===== src/rtl/rv_pkg.sv =====
// Shared RV32I front-end constants: opcodes, reset/bubble defaults and the
// per-cycle fetch update kinds.
package rv_pkg;

  localparam logic [4:0] OP_LOAD   = 5'b00000;
  localparam logic [4:0] OP_IMM    = 5'b00100;
  localparam logic [4:0] OP_STORE  = 5'b01000;
  localparam logic [4:0] OP_BRANCH = 5'b11000;
  localparam logic [4:0] OP_JALR   = 5'b11001;
  localparam logic [4:0] OP_AUIPC  = 5'b00101;
  localparam logic [4:0] OP_LUI    = 5'b01101;
  localparam logic [4:0] OP_JAL    = 5'b11011;
  localparam logic [4:0] OP_R      = 5'b01100;

  localparam logic [31:0] NOP_INST = 32'h0000_0013;
  localparam logic [31:0] RESET_PC = 32'h0000_0000;

  // Which update the fetch stage performs this cycle, highest priority first
  typedef enum logic [1:0] {
    UpdFlush,
    UpdStall,
    UpdWait,
    UpdFetch
  } upd_e;

endpackage


===== src/rtl/imm_gen.sv =====
// Combinational RV32I immediate generator: instruction word to sign-extended
// immediate, selected by the major opcode in inst_i[6:2].
module imm_gen
  import rv_pkg::*;
(
  input  logic [31:0] inst_i,
  output logic [31:0] imm_o
);

  logic [4:0] op;
  logic       unused_inst_bits;

  assign op               = inst_i[6:2];
  // Low opcode bits are always 2'b11 for RV32I and carry no immediate info
  assign unused_inst_bits = ^inst_i[1:0];

  // Select the immediate format for the current opcode
  always_comb begin
    imm_o = 32'h0;
    case (op)
      OP_LOAD, OP_IMM, OP_JALR: imm_o = {{20{inst_i[31]}}, inst_i[31:20]};
      OP_STORE:  imm_o = {{20{inst_i[31]}}, inst_i[31:25], inst_i[11:7]};
      OP_BRANCH: imm_o = {{19{inst_i[31]}}, inst_i[31], inst_i[7], inst_i[30:25],
                          inst_i[11:8], 1'b0};
      OP_AUIPC, OP_LUI: imm_o = {inst_i[31:12], 12'b0};
      OP_JAL:    imm_o = {{11{inst_i[31]}}, inst_i[31], inst_i[19:12], inst_i[20],
                          inst_i[30:21], 1'b0};
      default:   imm_o = 32'h0;
    endcase
  end

endmodule


===== src/rtl/fetch_decode_stage.sv =====
// Pipeline front end: PC register, zero-latency instruction fetch, F/D register
// and field/immediate decode. Redirect beats stall beats memory wait; redirects
// and wait states inject NOP bubbles.
// Optional: define FETCH_PERF_CNT_EN to add stall/flush/wait cycle counters.
module fetch_decode_stage #(
  parameter logic [31:0] RESET_PC = rv_pkg::RESET_PC,
  parameter logic [31:0] NOP_INST = rv_pkg::NOP_INST
) (
  input  logic        clk,
  input  logic        rst,
  input  logic        stall,
  input  logic        next_pc_sel,
  input  logic [31:0] jb_target,
  output logic [31:0] im_addr,
  output logic        im_req,
  input  logic        im_ready,
  input  logic [31:0] im_rdata,
  output logic [31:0] D_pc,
  output logic [31:0] D_inst,
  output logic [4:0]  opcode,
  output logic [2:0]  func3,
  output logic        func7,
  output logic [4:0]  rs1,
  output logic [4:0]  rs2,
  output logic [4:0]  rd,
  output logic [31:0] D_imm
`ifdef FETCH_PERF_CNT_EN
  ,
  output logic [31:0] perf_stall_cnt,
  output logic [31:0] perf_flush_cnt,
  output logic [31:0] perf_wait_cnt
`endif
);

  logic [31:0]  pc_q, pc_d;
  logic [31:0]  dpc_q, dpc_d;
  logic [31:0]  inst_q, inst_d;
  rv_pkg::upd_e upd;

  // Classify this cycle's update in priority order
  always_comb begin
    if (next_pc_sel)   upd = rv_pkg::UpdFlush;
    else if (stall)    upd = rv_pkg::UpdStall;
    else if (!im_ready) upd = rv_pkg::UpdWait;
    else               upd = rv_pkg::UpdFetch;
  end

  // Next PC and F/D contents for each update kind
  always_comb begin
    pc_d   = pc_q;
    dpc_d  = dpc_q;
    inst_d = inst_q;
    unique case (upd)
      rv_pkg::UpdFlush: begin
        pc_d   = {jb_target[31:1], 1'b0};
        dpc_d  = pc_q;
        inst_d = NOP_INST;
      end
      rv_pkg::UpdStall: ;
      rv_pkg::UpdWait: begin
        dpc_d  = pc_q;
        inst_d = NOP_INST;
      end
      rv_pkg::UpdFetch: begin
        pc_d   = pc_q + 32'd4;
        dpc_d  = pc_q;
        inst_d = im_rdata;
      end
      default: ;
    endcase
  end

  // PC and F/D pipeline register
  always_ff @(posedge clk or posedge rst) begin
    if (rst) begin
      pc_q   <= RESET_PC;
      dpc_q  <= RESET_PC;
      inst_q <= NOP_INST;
    end else begin
      pc_q   <= pc_d;
      dpc_q  <= dpc_d;
      inst_q <= inst_d;
    end
  end

  assign im_addr = pc_q;
  assign im_req  = ~rst;
  assign D_pc    = dpc_q;
  assign D_inst  = inst_q;

  assign opcode = inst_q[6:2];
  assign func3  = inst_q[14:12];
  assign func7  = inst_q[30];
  assign rs1    = inst_q[19:15];
  assign rs2    = inst_q[24:20];
  assign rd     = inst_q[11:7];

  imm_gen u_imm_gen (
    .inst_i (inst_q),
    .imm_o  (D_imm)
  );

`ifdef FETCH_PERF_CNT_EN
  logic [31:0] stall_cnt_q, flush_cnt_q, wait_cnt_q;

  // Free-running event counters, wrapping at 2^32
  always_ff @(posedge clk or posedge rst) begin
    if (rst) begin
      stall_cnt_q <= 32'h0;
      flush_cnt_q <= 32'h0;
      wait_cnt_q  <= 32'h0;
    end else begin
      if (upd == rv_pkg::UpdStall) stall_cnt_q <= stall_cnt_q + 32'd1;
      if (upd == rv_pkg::UpdFlush) flush_cnt_q <= flush_cnt_q + 32'd1;
      if (upd == rv_pkg::UpdWait)  wait_cnt_q  <= wait_cnt_q + 32'd1;
    end
  end

  assign perf_stall_cnt = stall_cnt_q;
  assign perf_flush_cnt = flush_cnt_q;
  assign perf_wait_cnt  = wait_cnt_q;
`endif

endmodule


===== config.mk =====
export PLATFORM = sky130hd
export DESIGN_NAME = fetch_decode_stage
export DESIGN_NICKNAME = d
export VERILOG_FILES = /design/src/rtl/rv_pkg.sv /design/src/rtl/imm_gen.sv /design/src/rtl/fetch_decode_stage.sv
export SDC_FILE = /design/constraint.sdc
export NUM_CORES = 1
export LEC_CHECK = 0
export BUFFER_PORTS_ARGS = -buffer_cell sky130_fd_sc_hd__buf_2
export CORE_MARGIN = 2
export CORE_UTILIZATION = 48
export CTS_CLUSTER_DIAMETER = 100
export CTS_CLUSTER_SIZE = 30
export DETAILED_ROUTE_END_ITERATION = 16
export GPL_TIMING_DRIVEN = 0
export PLACE_DENSITY_LB_ADDON = 0.08
export RECOVER_POWER = 50
export SETUP_SLACK_MARGIN = 0.1
export SYNTH_ARGS = -nofsm -noshare
export SYNTH_HDL_FRONTEND = slang
export SYNTH_HIERARCHICAL = 1
export SYNTH_SLANG_ARGS = --single-unit

===== constraint.sdc =====
create_clock -name clk -period 2.85 [get_ports clk]
set_input_delay 0 -clock clk [delete_from_list [all_inputs] [get_ports clk]]
set_output_delay 0 -clock clk [all_outputs]
set_load 0.02 [all_outputs]

==> results.md <==
* Failing checks: capacitance limit
* Tot GR Track Use at 27.9%
* Antenna violations before repair at 0
* Worst vdd ir at 0.375 mV
* Worst R2R Path Depth at 4
* First DRT Iteration DRCs at 331
* Clock Latency Late Sink at 360 ps
* Row count at 37
* Post-synth EDFFs at 0
* DP Wirelength at about 11 mm
* Synth Area per Inst at 10.1 sq um
* Pin count of the biggest net entering global routing at 65
* Layout Utilization at 68.6%
* Cell taking the most area after synthesis: dfrtp_1
* Area occupied by multi-input gates at 2260 sq um
* Place WS at 396 ps
* Synth Instances at around 490
* Drt pass-1 iters at 5
* Overflow after GRT at 0
* Synth cell count leaders: dfrtp_1 (91), nand2_1 (47), a22o_1 (34)
* Sequential share of the synthesized area at between 40% and 50%
* Antenna Diode Count at 0
* Status: complete, but fails checks
* Crit-path leading delay family: simple AND/OR/NAND/NOR gates
* Post-Synth Adder-Cell Area at around 1%
* Final period util at 89.0%
* RR Endpoint: im_addr[24]
* R2r setup slk at 310 ps
* Yosys Warn Count at 6
* Sink Count at 94
* Area Overhead vs Synth at 40.2%
* WP data arrival at 2810 ps
* H-tree depth at 3
* Critical Path RT at 3120 ps
* Worst path buffer plus inverter count at 0
* Final Skew at 7.68 ps
* Crit start category: flop
* GPL Wtd Cong at 0.917
* Netlist Area Pre-Place at about 5000 sq um
* Leakage at 0.00335 uW
* Hold Fails Final Rpt at 0
* Max Freq at 394 MHz
* Root Driver: clkbuf_8
* Post-synth cell types at 66
* Maxcap violations at 1
* HP Start: jb_target[23]
* CP max stage cell: nor4_1
* Worst r2r src: im_addr[15]
* Number of nets with antenna violations after routing at 0
* XOR/XNOR Fraction of Synth Area at 0%
* Nets at 856
* CTS tree: done
* Reg clk slew, reported paths at 90 ps
* Vias per cell at 5.51
* Max clock buf depth at 2
* Max Fanout on Critical Path at 9
* Cts bufs inserted at 9
* I/O pins at 222
* Count leader, synth: dfrtp_1
* Slowest stage delay, CP at roughly 1200 ps
* Number of global-route vias before repair at 4,957
* Drt drc at 0
* Max-slew violations at 0
* Ys async rst share at 100%
* Critical path class: flop to flop
* Synth Register Bits at between 90 and 100
* Fin Hold WS at 37.4 ps
* Main combinational cell family by area after synthesis: compound AO/OA/AOI/OAI gates
* First-pass GRT wire length at 25.1 mm
* Die Area at 11,200 sq um
* Setup repair after global routing missed its margin: no
* WHS Endpoint: im_addr[23]
* WL final at ~16 mm
* Hold path cells at 4
* HP Class: primary input to flop
* Crit end category: flop
* Die height at 106 microns
* Fillers at 876
* Primary FF master, synth: dfrtp_1
* DR WL/cell at 17.5 microns
* Post-synthesis compound-gate area fraction at 19.6%
* Vias at 5,089
* Layout cell share with drive strength beyond 1 at 30.1%
* Measured slew at the worst slew-check pin at approximately 1500 ps
* Tmin final at 2540 ps
* PnR worst setup slack at 313 ps
* Core area at 10,200 sq um
* Multiplexer area fraction after synthesis at 7.05%
* Top cells by area, synth: dfrtp_1 (46%), mux2_2 (6.6%), a22o_1 (6.0%), buf_4 (3.9%), nand2_1 (3.5%)
* Synth Area in Simple Gates at between 10% and 20%
* Pwr dens at 546 nW/um^2
* Slew Limit Headroom at 0.681%
* Crit-path cells: nand3_2 > nor4_1 > a311oi_1 > a211oi_1
* Die X at between 100 and 150 microns
* Starting Density at 48.9%
* Port bufs at 218
* Final setup fails at 0
* Register area at 2360 sq um
* Top cell type's share of synthesized area at between 40% and 50%
metrics by stage:
| step | std cells | power (uW) | instance area (sq um) | setup TNS (ps) |
|---|---|---|---|---|
| after CTS | 924 | 3860 | 7080 | 0 |
| after global routing | 924 | 3990 | 6990 | 0 |
| after global placement | 848 | 2790 | 6250 | -70800 |
| after detailed placement | 849 | 2820 | 6280 | 0 |
| final | 924 | 3810 | 6990 | 0 |
| after floorplan | 494 | 2390 | 4990 | 0 |
per-layer routing:
metal  share of wire (%)  GRT usage (%)  vias to the layer above
met2                  51           49.5                      231
met5                   0              0                        -
met3                 7.5           4.60                       29
met1                  40           35.2                     2442
met4                 1.7           8.27                        0
li1                    -              -                     2387
final cells by class:
class	count	share of cell area (%)
Sequential cell	94	33.7
Multi-Input combinational cell	331	32.3
Timing Repair Buffer	278	23.1
Buffer	57	4.67
Tap cell	136	2.43
Clock buffer	12	2.08
Clock inverter	4	1.00
Inverter	12	0.680
worst max path at each step:
stage | slack [ps] | start | endpoint | cells after the start
after detailed placement | 400 | stall | im_addr[8] | 9
after global placement | -780 | rst | D_pc[5] | 2
final | 310 | im_addr[15] | im_addr[24] | 4
after floorplan | 250 | rst | D_inst[10] | 1
after global routing | 250 | im_addr[2] | im_addr[18] | 5
after CTS | 450 | im_addr[15] | im_addr[24] | 4
placed cells by master, fill, tap and decap left out, types with 10 or more instances in the layout:
master and n:
buf_2 146, clkbuf_1 96, dfrtp_1 91, dlygate4sd3_1 59, nand2_1 47, a22o_1 34
mux2_2 29, a21oi_1 27, buf_4 26, nor2_1 21, nand3_1 16, nor3_1 11
o21ai_0 11, o22ai_1 11, inv_1 10, clkbuf_8 10
cells by family (layout without fill, tap and decap cells):
family                   Yosys count  in the layout
AO/OA/AOI/OAI                    134            134
adder cells (fa/ha/maj)            4              4
buffers and inverters             69            363
flip-flops                        94             94
multiplexers                      31             31
other                              1              2
AND/OR/NAND/NOR                  160            160
flip-flops by register name, summed over array words and instances (netlist names):
name and cells:
D_pc 31, D_inst 32, im_addr 31
timing repair:
| item | CTS | global route |
|---|---|---|
| gates resized for setup | 0 | 0 |
| hold endpoints to repair | 89 | 0 |
| buffers inserted | 0 | 0 |
| hold buffers | 59 | 0 |
worst reg2reg max path, stage by stage, from the launching register on:
cell,delay [ps]
dfrtp_1,530
nand3_2,170
nor4_1,1240
a311oi_1,250
a211oi_1,250
power breakdown:
group	switching, uW	internal (uW)
Combinational	690	420
Clock	468	517
Sequential	201	1520
Total	1360	2450
No activity file was read; power rests on OpenSTA's default activity.
